### src/rtl/fwd_pkg.sv
`default_nettype none
// ============================================================================
//  Module   : fwd_pkg
//  Purpose  : Shared forwarding-select encodings and pipeline-slot tag types
//             for the forwarding / load-use hazard controller.
//  Revision : 1.0 - initial release
// ============================================================================
package fwd_pkg;

    localparam int unsigned TAG_W = 5;

    typedef logic [1:0] fwd_sel_t;

    localparam fwd_sel_t FWD_RF  = 2'b00;
    localparam fwd_sel_t FWD_WB  = 2'b01;
    localparam fwd_sel_t FWD_MEM = 2'b10;

    localparam logic [TAG_W-1:0] REG_ZERO = '0;

    typedef struct packed {
        logic             v;
        logic [TAG_W-1:0] rs;
        logic [TAG_W-1:0] rt;
        logic             uses_rt;
        logic [TAG_W-1:0] rd;
        logic             rw;
        logic             mr;
    } ex_slot_t;

endpackage : fwd_pkg
`default_nettype wire

### src/rtl/fwd_hazard_ctrl_if.sv
`default_nettype none
// ============================================================================
//  Module   : fwd_hazard_ctrl_if
//  Purpose  : ID-stage tag bus into the hazard controller and its stall /
//             forwarding-select outputs. FWD_PERF_CNT_EN adds counter outputs.
//  Revision : 1.0 - initial release
// ============================================================================
interface fwd_hazard_ctrl_if #(
    parameter int unsigned REG_AW = 5,
    parameter int unsigned CNT_W  = 16
);
    logic              id_valid;
    logic [REG_AW-1:0] id_rs;
    logic [REG_AW-1:0] id_rt;
    logic              id_uses_rt;
    logic [REG_AW-1:0] id_rd;
    logic              id_regwrite;
    logic              id_memread;
    logic              flush;
    logic              stall;
    logic [1:0]        fwd_sel_a;
    logic [1:0]        fwd_sel_b;
`ifdef FWD_PERF_CNT_EN
    logic [CNT_W-1:0]  stall_cnt;
    logic [CNT_W-1:0]  fwd_cnt;
`else
    // CNT_W only sizes the counters; referenced here so both builds elaborate cleanly.
    if (CNT_W == 0) begin : g_no_perf_cnt
    end
`endif

    modport master (
        output id_valid, output id_rs, output id_rt, output id_uses_rt,
        output id_rd, output id_regwrite, output id_memread, output flush,
        input  stall, input fwd_sel_a, input fwd_sel_b
`ifdef FWD_PERF_CNT_EN
        , input stall_cnt, input fwd_cnt
`endif
    );

    modport slave (
        input  id_valid, input id_rs, input id_rt, input id_uses_rt,
        input  id_rd, input id_regwrite, input id_memread, input flush,
        output stall, output fwd_sel_a, output fwd_sel_b
`ifdef FWD_PERF_CNT_EN
        , output stall_cnt, output fwd_cnt
`endif
    );

endinterface : fwd_hazard_ctrl_if
`default_nettype wire

### src/rtl/fwd_sel_cmp.sv
`default_nettype none
// ============================================================================
//  Module   : fwd_sel_cmp
//  Purpose  : Combinational operand-select for one EX operand: compares the
//             source tag against the MEM and WB slots, MEM (newer) first.
//  Revision : 1.0 - initial release
// ============================================================================
module fwd_sel_cmp
    import fwd_pkg::*;
#(
    parameter int unsigned REG_AW = 5
) (
    input  wire logic              i_src_en,
    input  wire logic [REG_AW-1:0] i_src,
    input  wire logic              i_mem_v,
    input  wire logic              i_mem_rw,
    input  wire logic [REG_AW-1:0] i_mem_rd,
    input  wire logic              i_wb_v,
    input  wire logic              i_wb_rw,
    input  wire logic [REG_AW-1:0] i_wb_rd,
    output fwd_sel_t               o_sel
);

    logic w_mem_hit;
    logic w_wb_hit;

    always_comb begin
        // Register 0 reads as zero, so a write to it must never be forwarded.
        w_mem_hit = i_mem_v & i_mem_rw & (i_mem_rd != '0) & (i_mem_rd == i_src);
        w_wb_hit  = i_wb_v  & i_wb_rw  & (i_wb_rd  != '0) & (i_wb_rd  == i_src);
        o_sel     = FWD_RF;
        if (i_src_en) begin
            if (w_mem_hit) begin
                o_sel = FWD_MEM;
            end else if (w_wb_hit) begin
                o_sel = FWD_WB;
            end
        end
    end

endmodule : fwd_sel_cmp
`default_nettype wire

### src/rtl/fwd_hazard_ctrl.sv
`default_nettype none
// ============================================================================
//  Module   : fwd_hazard_ctrl
//  Purpose  : Tag shadow pipeline (EX/MEM/WB), load-use stall with bubble
//             injection, and EX operand forwarding selects.
//             Optional: `define FWD_PERF_CNT_EN adds saturating counters.
//  Revision : 1.0 - initial release
// ============================================================================
module fwd_hazard_ctrl
    import fwd_pkg::*;
#(
    parameter int unsigned REG_AW = 5,
    parameter int unsigned CNT_W  = 16
) (
    input  wire logic           clk,
    input  wire logic           rst,
    fwd_hazard_ctrl_if.slave    bus
);

    ex_slot_t          ex_d, ex_q;
    logic              mem_v_d, mem_v_q;
    logic [TAG_W-1:0]  mem_rd_d, mem_rd_q;
    logic              mem_rw_d, mem_rw_q;
    logic              mem_mr_d, mem_mr_q;
    logic              wb_v_d, wb_v_q;
    logic [TAG_W-1:0]  wb_rd_d, wb_rd_q;
    logic              wb_rw_d, wb_rw_q;

    logic              w_stall;
    fwd_sel_t          w_sel_a;
    fwd_sel_t          w_sel_b;
    logic              w_mem_load_hit;

    always_comb begin
        w_stall = bus.id_valid & ~bus.flush & ex_q.v & ex_q.mr & (ex_q.rd != REG_ZERO) &
                  ((ex_q.rd == bus.id_rs) | (bus.id_uses_rt & (ex_q.rd == bus.id_rt)));

        // Flushed or stalled ID enters EX as a bubble; flush outranks stall.
        ex_d = '0;
        if (!bus.flush && !w_stall) begin
            ex_d.v       = bus.id_valid;
            ex_d.rs      = bus.id_rs;
            ex_d.rt      = bus.id_rt;
            ex_d.uses_rt = bus.id_uses_rt;
            ex_d.rd      = bus.id_rd;
            ex_d.rw      = bus.id_regwrite;
            ex_d.mr      = bus.id_memread;
        end

        mem_v_d  = ex_q.v;
        mem_rd_d = ex_q.rd;
        mem_rw_d = ex_q.rw;
        mem_mr_d = ex_q.mr;
        wb_v_d   = mem_v_q;
        wb_rd_d  = mem_rd_q;
        wb_rw_d  = mem_rw_q;
    end

    always_ff @(posedge clk or posedge rst) begin
        if (rst) begin
            ex_q     <= '0;
            mem_v_q  <= 1'b0;
            mem_rd_q <= '0;
            mem_rw_q <= 1'b0;
            mem_mr_q <= 1'b0;
            wb_v_q   <= 1'b0;
            wb_rd_q  <= '0;
            wb_rw_q  <= 1'b0;
        end else begin
            ex_q     <= ex_d;
            mem_v_q  <= mem_v_d;
            mem_rd_q <= mem_rd_d;
            mem_rw_q <= mem_rw_d;
            mem_mr_q <= mem_mr_d;
            wb_v_q   <= wb_v_d;
            wb_rd_q  <= wb_rd_d;
            wb_rw_q  <= wb_rw_d;
        end
    end

    fwd_sel_cmp #(.REG_AW(TAG_W)) u_sel_a (
        .i_src_en (ex_q.v),
        .i_src    (ex_q.rs),
        .i_mem_v  (mem_v_q),
        .i_mem_rw (mem_rw_q),
        .i_mem_rd (mem_rd_q),
        .i_wb_v   (wb_v_q),
        .i_wb_rw  (wb_rw_q),
        .i_wb_rd  (wb_rd_q),
        .o_sel    (w_sel_a)
    );

    fwd_sel_cmp #(.REG_AW(TAG_W)) u_sel_b (
        .i_src_en (ex_q.v & ex_q.uses_rt),
        .i_src    (ex_q.rt),
        .i_mem_v  (mem_v_q),
        .i_mem_rw (mem_rw_q),
        .i_mem_rd (mem_rd_q),
        .i_wb_v   (wb_v_q),
        .i_wb_rw  (wb_rw_q),
        .i_wb_rd  (wb_rd_q),
        .o_sel    (w_sel_b)
    );

    assign bus.stall     = w_stall;
    assign bus.fwd_sel_a = w_sel_a;
    assign bus.fwd_sel_b = w_sel_b;

    // A load in MEM feeding the instruction in EX means the load-use stall was missed.
    assign w_mem_load_hit = ex_q.v & mem_v_q & mem_mr_q & (mem_rd_q != REG_ZERO) &
                            ((mem_rd_q == ex_q.rs) | (ex_q.uses_rt & (mem_rd_q == ex_q.rt)));

    a_no_mem_load_fwd : assert property (@(posedge clk) disable iff (rst) !w_mem_load_hit);

`ifdef FWD_PERF_CNT_EN
    localparam logic [CNT_W-1:0] CNT_ONE = {{(CNT_W-1){1'b0}}, 1'b1};

    logic [CNT_W-1:0] stall_cnt_d, stall_cnt_q;
    logic [CNT_W-1:0] fwd_cnt_d, fwd_cnt_q;

    always_comb begin
        stall_cnt_d = stall_cnt_q;
        fwd_cnt_d   = fwd_cnt_q;
        if (w_stall && (stall_cnt_q != {CNT_W{1'b1}})) begin
            stall_cnt_d = stall_cnt_q + CNT_ONE;
        end
        if (((w_sel_a != FWD_RF) || (w_sel_b != FWD_RF)) && (fwd_cnt_q != {CNT_W{1'b1}})) begin
            fwd_cnt_d = fwd_cnt_q + CNT_ONE;
        end
    end

    always_ff @(posedge clk or posedge rst) begin
        if (rst) begin
            stall_cnt_q <= '0;
            fwd_cnt_q   <= '0;
        end else begin
            stall_cnt_q <= stall_cnt_d;
            fwd_cnt_q   <= fwd_cnt_d;
        end
    end

    assign bus.stall_cnt = stall_cnt_q;
    assign bus.fwd_cnt   = fwd_cnt_q;
`else
    if (CNT_W == 0) begin : g_no_perf_cnt
    end
`endif

endmodule : fwd_hazard_ctrl
`default_nettype wire
### src/flat_wrapper.sv
// flat-port wrapper written by rule: the top's interface ports become plain ports
module fwd_hazard_ctrl_flat import fwd_pkg::*;
#(
    parameter int unsigned REG_AW = 5,
    parameter int unsigned CNT_W  = 16
)
  (clk, rst, bus_id_valid, bus_id_rs, bus_id_rt, bus_id_uses_rt, bus_id_rd, bus_id_regwrite, bus_id_memread, bus_flush, bus_stall, bus_fwd_sel_a, bus_fwd_sel_b);
  fwd_hazard_ctrl_if #(.REG_AW(REG_AW), .CNT_W(CNT_W)) bus_i ();
  input  wire logic clk;
  input  wire logic rst;
  input wire logic [$bits(bus_i.id_valid)-1:0] bus_id_valid;
  input wire logic [$bits(bus_i.id_rs)-1:0] bus_id_rs;
  input wire logic [$bits(bus_i.id_rt)-1:0] bus_id_rt;
  input wire logic [$bits(bus_i.id_uses_rt)-1:0] bus_id_uses_rt;
  input wire logic [$bits(bus_i.id_rd)-1:0] bus_id_rd;
  input wire logic [$bits(bus_i.id_regwrite)-1:0] bus_id_regwrite;
  input wire logic [$bits(bus_i.id_memread)-1:0] bus_id_memread;
  input wire logic [$bits(bus_i.flush)-1:0] bus_flush;
  output wire logic [$bits(bus_i.stall)-1:0] bus_stall;
  output wire logic [$bits(bus_i.fwd_sel_a)-1:0] bus_fwd_sel_a;
  output wire logic [$bits(bus_i.fwd_sel_b)-1:0] bus_fwd_sel_b;
  assign bus_i.id_valid = bus_id_valid;
  assign bus_i.id_rs = bus_id_rs;
  assign bus_i.id_rt = bus_id_rt;
  assign bus_i.id_uses_rt = bus_id_uses_rt;
  assign bus_i.id_rd = bus_id_rd;
  assign bus_i.id_regwrite = bus_id_regwrite;
  assign bus_i.id_memread = bus_id_memread;
  assign bus_i.flush = bus_flush;
  assign bus_stall = bus_i.stall;
  assign bus_fwd_sel_a = bus_i.fwd_sel_a;
  assign bus_fwd_sel_b = bus_i.fwd_sel_b;
  fwd_hazard_ctrl #(.REG_AW(REG_AW), .CNT_W(CNT_W)) u_core (.clk(clk), .rst(rst), .bus(bus_i));
endmodule
### config.mk
export PLATFORM = sky130hd
export DESIGN_NAME = fwd_hazard_ctrl_flat
export DESIGN_NICKNAME = d
export VERILOG_FILES = /design/src/rtl/fwd_pkg.sv /design/src/rtl/fwd_hazard_ctrl_if.sv /design/src/rtl/fwd_sel_cmp.sv /design/src/rtl/fwd_hazard_ctrl.sv /design/src/flat_wrapper.sv
export SDC_FILE = /design/constraint.sdc
export NUM_CORES = 1
export LEC_CHECK = 0
export ABC_AREA = 0
export CAP_MARGIN = 0
export CELL_PAD_IN_SITES_DETAIL_PLACEMENT = 1
export CELL_PAD_IN_SITES_GLOBAL_PLACEMENT = 2
export CORE_AREA = 2 2 68 70
export CTS_CLUSTER_DIAMETER = 50
export DETAILED_ROUTE_END_ITERATION = 10
export DIE_AREA = 0 0 70 72
export PLACE_DENSITY = 0.85
export SYNTH_ARGS = -nofsm -noshare
export SYNTH_HDL_FRONTEND = slang
export SYNTH_SLANG_ARGS = --single-unit
### constraint.sdc
create_clock -name clk -period 2.5 [get_ports clk]
set_input_delay 0.375 -clock clk [delete_from_list [all_inputs] [get_ports clk]]
set_output_delay 0.375 -clock clk [all_outputs]
set_load 0.005 [all_outputs]
Word level (Yosys, flattened, before mapping)
Cells that the tools add are included.

word-level totals
  register bits after elaboration = 33
  bits of input ports = 22
  output and inout port bits = 5

cells by class
  equal/unequal tests = 6
  muxes and demuxes = 7
  bitwise gates (word level) = 17
  reduce and logical (&&, ||, !) cells = 6

operator list
  cell                 count
  5-bit equality test  6
  19-bit two-way mux   1
  1-bit bitwise AND    15
  5-bit nonzero test   3
  2-bit two-way mux    4
  1-bit logical NOT    2
  1-bit two-way mux    2
  1-bit logical AND    1
  1-bit inverter       1
  1-bit OR             1

Depth between registers and ports, before layout
Gate-level depths: netlist of the first run.

  depth in word-level cells = 9
  mapped depth = 5
  gate-level depth less buffers = 4

Modules after synthesis
A second synthesis of the first run with hierarchy kept.

second synthesis, totals
  cell total of the unflattened synthesis = 145
  area, all modules = 1585.3 µm²

by module, submodules not included
  module           times used  cells an instance  area an instance (µm²)
  fwd_hazard_ctrl  1           99                 1234.9
  fwd_sel_cmp      2           23                 175.2

Worst setup path before layout of the first run
OpenSTA, ideal clock, no wires.

  path kind = register -> output
  from = register u_core.mem_rd_q[1]
  to = output port bus_fwd_sel_b[1]
  data arrival time = 1.357 ns
  data required time = 2.125 ns
  slack = 0.768 ns
  cell stages (with the launch flop) = 5
  buffers on the path = 0
  cells stage by stage = dfrtp_1 > or4_1 > o211ai_2 > nor4_1 > and3_1

on the way
  cells in the longest elaborated chain, start to end = 5
  elaborated cells on any way between the ends = 6
  classes of those cells = eq/ne: 1; mux: 2; bitwise: 2; reduce/logical: 1

ends and longest elaborated chain
  element                 line                   text
  from (decl)             fwd_hazard_ctrl.sv:22  logic [TAG_W-1:0] mem_rd_d, mem_rd_q;
  from (signal assigned)  fwd_hazard_ctrl.sv:72  mem_rd_q <= mem_rd_d;
  5-bit nonzero test      -
  1-bit bitwise AND       fwd_sel_cmp.sv:29      w_mem_hit = i_mem_v & i_mem_rw & (i_mem_rd != '0) & (i_mem_rd == i_src);
  1-bit bitwise AND *     fwd_sel_cmp.sv:29
  2-bit two-way mux *     fwd_sel_cmp.sv:33      if (w_mem_hit) begin
  2-bit two-way mux *     fwd_sel_cmp.sv:32      if (i_src_en) begin
  to (decl)               flat_wrapper.sv:21     output wire logic [$bits(bus_i.fwd_sel_b)-1:0] bus_fwd_sel_b;

Every way passes the cells marked *; elsewhere a longest branch is shown, timed or not.

Final worst setup path of the first run
  from = register u_core.mem_rd_q[2]
  to = output port bus_fwd_sel_b[1]

The elaborated chain is that of the path after synthesis.

==> results.py, run 1 <==
metrics = {
    "logic_synthesis": {
        "syn_area_um2": 1500,
        "synth_top_area_share_pct": 55.1,
        "yosys.area_share.simple_pct": 17.0,
        "synth_area_per_cell_um2": 11.2,
        "synth_commonest_cells": "dfrtp_1, a21oi_1, nand2b_1, xnor2_1, xor2_1",
        "synth_xor_area_share_pct": 17.5,
        "synthCells": 134,
        "synth.distinct_cells": 22,
        "ys_ff_latch": 33,
        "synth_edf_count": 0,
        "yosysWarnings": 0,
        "async_flop_share_pct": 100,
        "muxShareOfSynthArea_pct": 0,
        "synth_top_family_by_area": "XOR/XNOR gates",
        "syn-num-nets": 156,
        "synth_compound_area_share_pct": 8.44,
        "seq_area_frac_synth_pct": 55.1,
        "synthAdderAreaFrac_pct": 0,
        "synth.area.top_cells": "dfrtp_1, xnor2_1, nand2b_1",
        "synthMostInstantiatedCell": "dfrtp_1",
        "ys.flop_type": "dfrtp_1",
        "yosys.area.top_type": "dfrtp_1",
    },
    "sta": {
        "finalCritPeriodShare_pct": 97.2,
        "skew_ns": 0.00473,
        "setup_viol": 0,
        "drv_slew": 0,
        "fmax_ghz": 0.412,
        "tns_ns": 0,
        "worstMarginPinSlew_ns": 0.404,
        "fin_crit_ns": 2.43,
        "relSlewSlack_pct": 73.1,
        "worst_slack_ns": 0.0707,
        "rsz0062_at_grt": "false",
        "finalHoldViolations": 0,
    },
    "placed_design": {
        "port-buffer-count": 26,
        "place_congestion": 0.774,
        "hpwl_um": 2520,
        "place_inst": 210,
        "dpl_worst_slack_ns": 0.146,
    },
    "routing": {
        "routed_wl_um": 3400,
        "drtIter0Drc": 20,
        "wl_per_cell_um": 15.2,
        "via_per_inst": 4.79,
        "ant_nets": 0,
        "vias": 1069,
        "dr.pass1.iters": 4,
        "route.detailed.drc": 0,
    },
    "critical_path": {
        "crit_path_end_kind": "output port",
        "worst-path-max-fanout": 2,
        "worstPathArrival_ns": 2.05,
        "critPathLaunchType": "flop",
        "critical_path_class": "reg -> out",
        "worstSetupStartpoint": "u_core.mem_rd_q[2]",
        "reg2reg_from": "u_core.mem_rd_d[0]",
        "crit_required_ns": 2.12,
    },
    "grt": {
        "grt_max_degree": 34,
        "antenna_found_initial": 0,
        "grt_util_all_layers_pct": 15.5,
        "overflow": 0,
        "grt_pass1_vias": 1241,
        "grt_first_pass_wirelength_um": 5890,
    },
    "clock_network": {
        "holdBufCountCts": 0,
        "cts_buffers": 5,
        "clkLatencyLatePin_ns": 0.29,
        "clock_path_buffers": 2,
        "cts_tree": "built",
        "path_clk_slew_ns": 0.06,
        "htreeDepth": 2,
        "cts_sinks": 33,
        "cts-root-buf": "clkbuf_8",
    },
    "layout": {
        "diodes": 0,
        "syn_to_final_growth_pct": 31.5,
        "multi_input_area_um2": 669,
        "seq_area_um2": 826,
        "fin_nets": 192,
        "fillers": 472,
        "instances_no_fill": 223,
        "layout-drive-gt1-share_pct": 12.9,
    },
    "floorplanning": {
        "die_y_um": 72,
        "num_io_pins": 27,
        "start_util_pct": 35.1,
        "core_area_um2": 4260,
        "die_area_um2": 5040,
        "die_width_um": 70,
        "rows": 24,
    },
    "power_and_ir_drop": {
        "p_leak_uw": 0.000871,
        "power_uw": 1110,
        "vdd_ir_drop_max_uv": 295,
        "powerDensity_nw_per_um2": 565,
    },
    "outcome": {
        "run_status": "finished clean",
    },
    "flow_run": {
        "drv_cap": 0,
    },
    "hold_path": {
        "hold_path.class": "reg -> reg",
        "worstHoldStart": "u_core.mem_rw_d",
    },
}
per-layer routing:
layer / share of wire, % / global-route usage (%) / up-vias / wire length, um
met5: 0 / 0 / - / 0
met2: 57 / 29.3 / 25 / 1930
met4: 1.9 / 7.69 / 0 / 66
li1: - / - / 524 / -
met1: 37 / 15.8 / 514 / 1260
met3: 4.2 / 3.89 / 6 / 143
cell type report:
cell class,count,area share [%]
repair buffers,35,16.4
clock buffers,6,3.68
clock inverters,2,0.508
flip-flops and latches,33,41.9
multi-input cells,94,34.0
inverters,1,0.191
well taps,52,3.30
final timing paths:
path / to / slack [ns] / depth (start not counted)
worst max-delay path: bus_fwd_sel_b[1] / 0.07 / 6
worst min-delay path: u_core.mem_rw_q / 0.36 / 0
worst max register to register: u_core.ex_q[10] / 1.05 / 5
worst min register to register: u_core.mem_rw_q / 0.36 / 0
max in group asynchronous: u_core.wb_rd_q[2] / 1.74 / 3
min in group asynchronous: u_core.mem_rd_d[0] / 0.47 / 3
cells in the final DEF, fill, tap and decap left out, drive strengths merged, types with 2 or more instances in the layout:
cell / synthesis / final
buf: 1 / 9
clkdlybuf4s50: 0 / 22
nand2: 2 / 2
o211ai: 2 / 2
nand3: 4 / 4
nor4: 4 / 4
xor2: 12 / 12
xnor2: 18 / 18
dfrtp: 33 / 33
nand4: 2 / 2
or4: 2 / 2
nor3: 3 / 3
clkbuf: 5 / 6
a21oi: 20 / 20
and2: 2 / 2
nand2b: 19 / 19
dlygate4sd2: 0 / 4
clkinv: 0 / 2
metrics by stage:
| step | util [%] | instance area, um^2 | hold slack [ns] |
|---|---|---|---|
| floorplan | - | 1500 | 0.331 |
| global placement | 42.9 | 1830 | 0.338 |
| detailed placement | 42.9 | 1830 | 0.345 |
| CTS | 46.0 | 1960 | 0.361 |
| global route | 46.2 | 1970 | 0.371 |
| finish | 46.2 | 1970 | 0.365 |
timing repair:
action | CTS | global route
gates resized for setup | 8 | 0
buffers inserted | 4 | 1
endpoints found under the hold margin | 0 | 0
pin swaps | 2 | 1
setup endpoints to repair | 4 | 1
report_power, final:
part           switching (uW)  total, uW  internal (uW)  leakage, uW
Clock                     184        376            192    0.0000450
Combinational            65.1        148           82.6     0.000401
Sequential               28.5        590            561     0.000425
registers in the layout, indices dropped and copies added, names as in the netlist:
register / flops
u_core.mem_rd_d: 5
u_core.wb_rd_q: 5
u_core.wb_v_q: 1
u_core.ex_q: 11
u_core.mem_rd_q: 5
u_core.mem_rw_q: 1
u_core.wb_rw_q: 1
u_core.mem_mr_d: 1
u_core.mem_v_q: 1
u_core.mem_rw_d: 1
u_core.mem_v_d: 1
worst max-delay path, cell delays in order, from the launching register on:
cell,delay (ns)
dfrtp_1,0.39
or4_4,0.56
o211ai_4,0.18
buf_4,0.14
nor4_2,0.05
and3_1,0.19
dlygate4sd2_1,0.26
kinds of logic (layout without fill, tap and decap cells):
family,Yosys count,count (layout)
buf+inv,7,44
compound gates,23,23
xor+xnor,30,30
flops,33,33
simple gates,41,41
Power figures use the tool's default switching activity.
==> run 2: changes to the inputs <==
--- a/config.mk
+++ b/config.mk
@@ -13,7 +13,7 @@
 export CTS_CLUSTER_DIAMETER = 50
 export DETAILED_ROUTE_END_ITERATION = 10
 export DIE_AREA = 0 0 70 72
-export PLACE_DENSITY = 0.85
+export PLACE_DENSITY = 0.84
 export SYNTH_ARGS = -nofsm -noshare
 export SYNTH_HDL_FRONTEND = slang
 export SYNTH_SLANG_ARGS = --single-unit
==> results.py, run 2 (synthesized netlist as in run 1, its figures left out) <==
metrics = {
    "floorplanning": {
        "num_io_pins": 27,
        "rows": 24,
        "core_area_um2": 4260,
        "start_util_pct": 35.1,
        "die_width_um": 70,
        "die_area_um2": 5040,
        "die_y_um": 72,
    },
    "grt": {
        "grt_pass1_vias": 1200,
        "overflow": 0,
        "antenna_found_initial": 0,
        "grt_max_degree": 34,
        "grt_util_all_layers_pct": 14.8,
        "grt_first_pass_wirelength_um": 5610,
    },
    "sta": {
        "skew_ns": 0.00330,
        "relSlewSlack_pct": 73.2,
        "finalCritPeriodShare_pct": 95.9,
        "worstMarginPinSlew_ns": 0.402,
        "rsz0062_at_grt": "false",
        "setup_viol": 0,
        "drv_slew": 0,
        "finalHoldViolations": 0,
        "fmax_ghz": 0.417,
        "fin_crit_ns": 2.40,
    },
    "critical_path": {
        "crit_required_ns": 2.12,
        "crit_path_end_kind": "output port",
        "worst-path-max-fanout": 2,
        "worstPathArrival_ns": 2.02,
        "critical_path_class": "reg -> out",
        "critPathLaunchType": "flop",
    },
    "power_and_ir_drop": {
        "vdd_ir_drop_max_uv": 297,
        "p_leak_uw": 0.000910,
        "power_uw": 1260,
        "powerDensity_nw_per_um2": 623,
    },
    "layout": {
        "layout-drive-gt1-share_pct": 12.4,
        "fillers": 480,
        "finalInstanceArea_um2": 2020,
        "syn_to_final_growth_pct": 35.0,
        "largest_reg_flops": 11,
        "fin_nets": 191,
        "largest_register": "u_core.ex_q",
        "final_cell_mix": "dfrtp_1, clkdlybuf4s50_1, a21oi_1",
        "diodes": 0,
        "mostFrequentLayoutCell": "dfrtp_1",
    },
    "routing": {
        "wl_per_cell_um": 15.7,
        "ant_nets": 0,
        "vias": 1090,
        "drtIter0Drc": 11,
        "routed_wl_um": 3480,
        "route.detailed.drc": 0,
        "via_per_inst": 4.91,
        "dr.pass1.iters": 4,
    },
    "outcome": {
        "run_status": "finished clean",
    },
    "clock_network": {
        "clkLatencyLatePin_ns": 0.28,
        "htreeDepth": 2,
        "cts_sinks": 33,
        "cts_buffers": 5,
        "cts_tree": "built",
        "clock_path_buffers": 2,
        "holdBufCountCts": 0,
        "cts-root-buf": "clkbuf_8",
        "path_clk_slew_ns": 0.07,
    },
    "placed_design": {
        "place_congestion": 0.766,
        "post_dp_cell_area_um2": 1830,
        "hpwl_um": 2530,
        "port-buffer-count": 26,
    },
    "hold_path": {
        "hold_path.class": "reg -> reg",
    },
    "flow_run": {
        "drv_cap": 0,
    },
}
-- run 2: cell types whose count changed in the layout (fill, tap and decap cells not counted) --
| cell | previous run | this run |
|---|---|---|
| buf_4 | 9 | 8 |
| nor4_4 | 0 | 2 |
| dlymetal6s2s_1 | 0 | 2 |
| dlygate4sd2_1 | 4 | 1 |
| bufinv_16 | 0 | 1 |
| clkbuf_8 | 5 | 6 |
| clkinv_2 | 2 | 0 |
| clkdlybuf4s15_1 | 0 | 1 |
| nor4_2 | 2 | 0 |
-- run 2: what timing repair did --
action / CTS / global route
resized for setup: 4 / 7
buffers inserted: 3 / 1
setup endpoints to repair: 4 / 2
pin swaps: 1 / 4
gates cloned: 0 / 0
-- run 2: worst paths after layout --
check                                    from                to  slack [ns]  cells past startpoint
setup / recovery           u_core.mem_rd_q[3]  bus_fwd_sel_b[0]        0.10                      6
setup reg to reg           u_core.mem_rd_d[0]    u_core.ex_q[7]        1.05                      5
max in group asynchronous                 rst   u_core.ex_q[14]        1.74                      3
hold reg to reg               u_core.mem_rw_d   u_core.mem_rw_q        0.37                      0
min in group asynchronous                 rst    u_core.mem_v_d        0.47                      3
hold / removal                u_core.mem_rw_d   u_core.mem_rw_q        0.37                      0
-- run 2: power by group --
group	switching [uW]	internal, uW
Clock	192	325
Sequential	28.0	561
Combinational	71.4	82.4
Total	291	968
-- run 2: cell type report --
type                       count  area, um^2  share of cell area (%)
multi-input combinational     94         687                    34.0
tap                           52        65.1                    3.22
inverter                       1        3.75                   0.186
timing repair buffer          34         324                    16.0
sequential                    33         826                    40.8
clock buffer                   7        86.3                    4.27
clock inverter                 1        30.0                    1.49
-- run 2: metrics by stage --
stage          instances  TNS (ns)  worst slack [ns]  hold slack [ns]  util, %
2_1_floorplan        134         0             0.768            0.331        -
3_3_place_gp         210         0             0.127            0.339     42.9
3_5_place_dp         210         0             0.135            0.354     42.9
4_1_cts              221   -0.0739           -0.0392            0.372     46.3
5_1_grt              222         0           0.00569            0.379     47.4
6_report             222         0             0.102            0.365     47.4
-- run 2: critical path, stage by stage (launching register included) --
cell and delay, ns:
dfrtp_1 0.38, or4_4 0.55, o211ai_4 0.25, nor4_4 0.06, buf_4 0.14, nor3_2 0.14, clkdlybuf4s15_1 0.22
-- run 2: metal layers --
metal	share of wire [%]	track usage [%]	routed length, um	up-vias
met5	0	0	0	-
met4	3.4	6.41	118	0
met3	4.6	4.17	160	11
met2	52	27.0	1810	29
met1	40	16.3	1400	532
li1	-	-	-	518
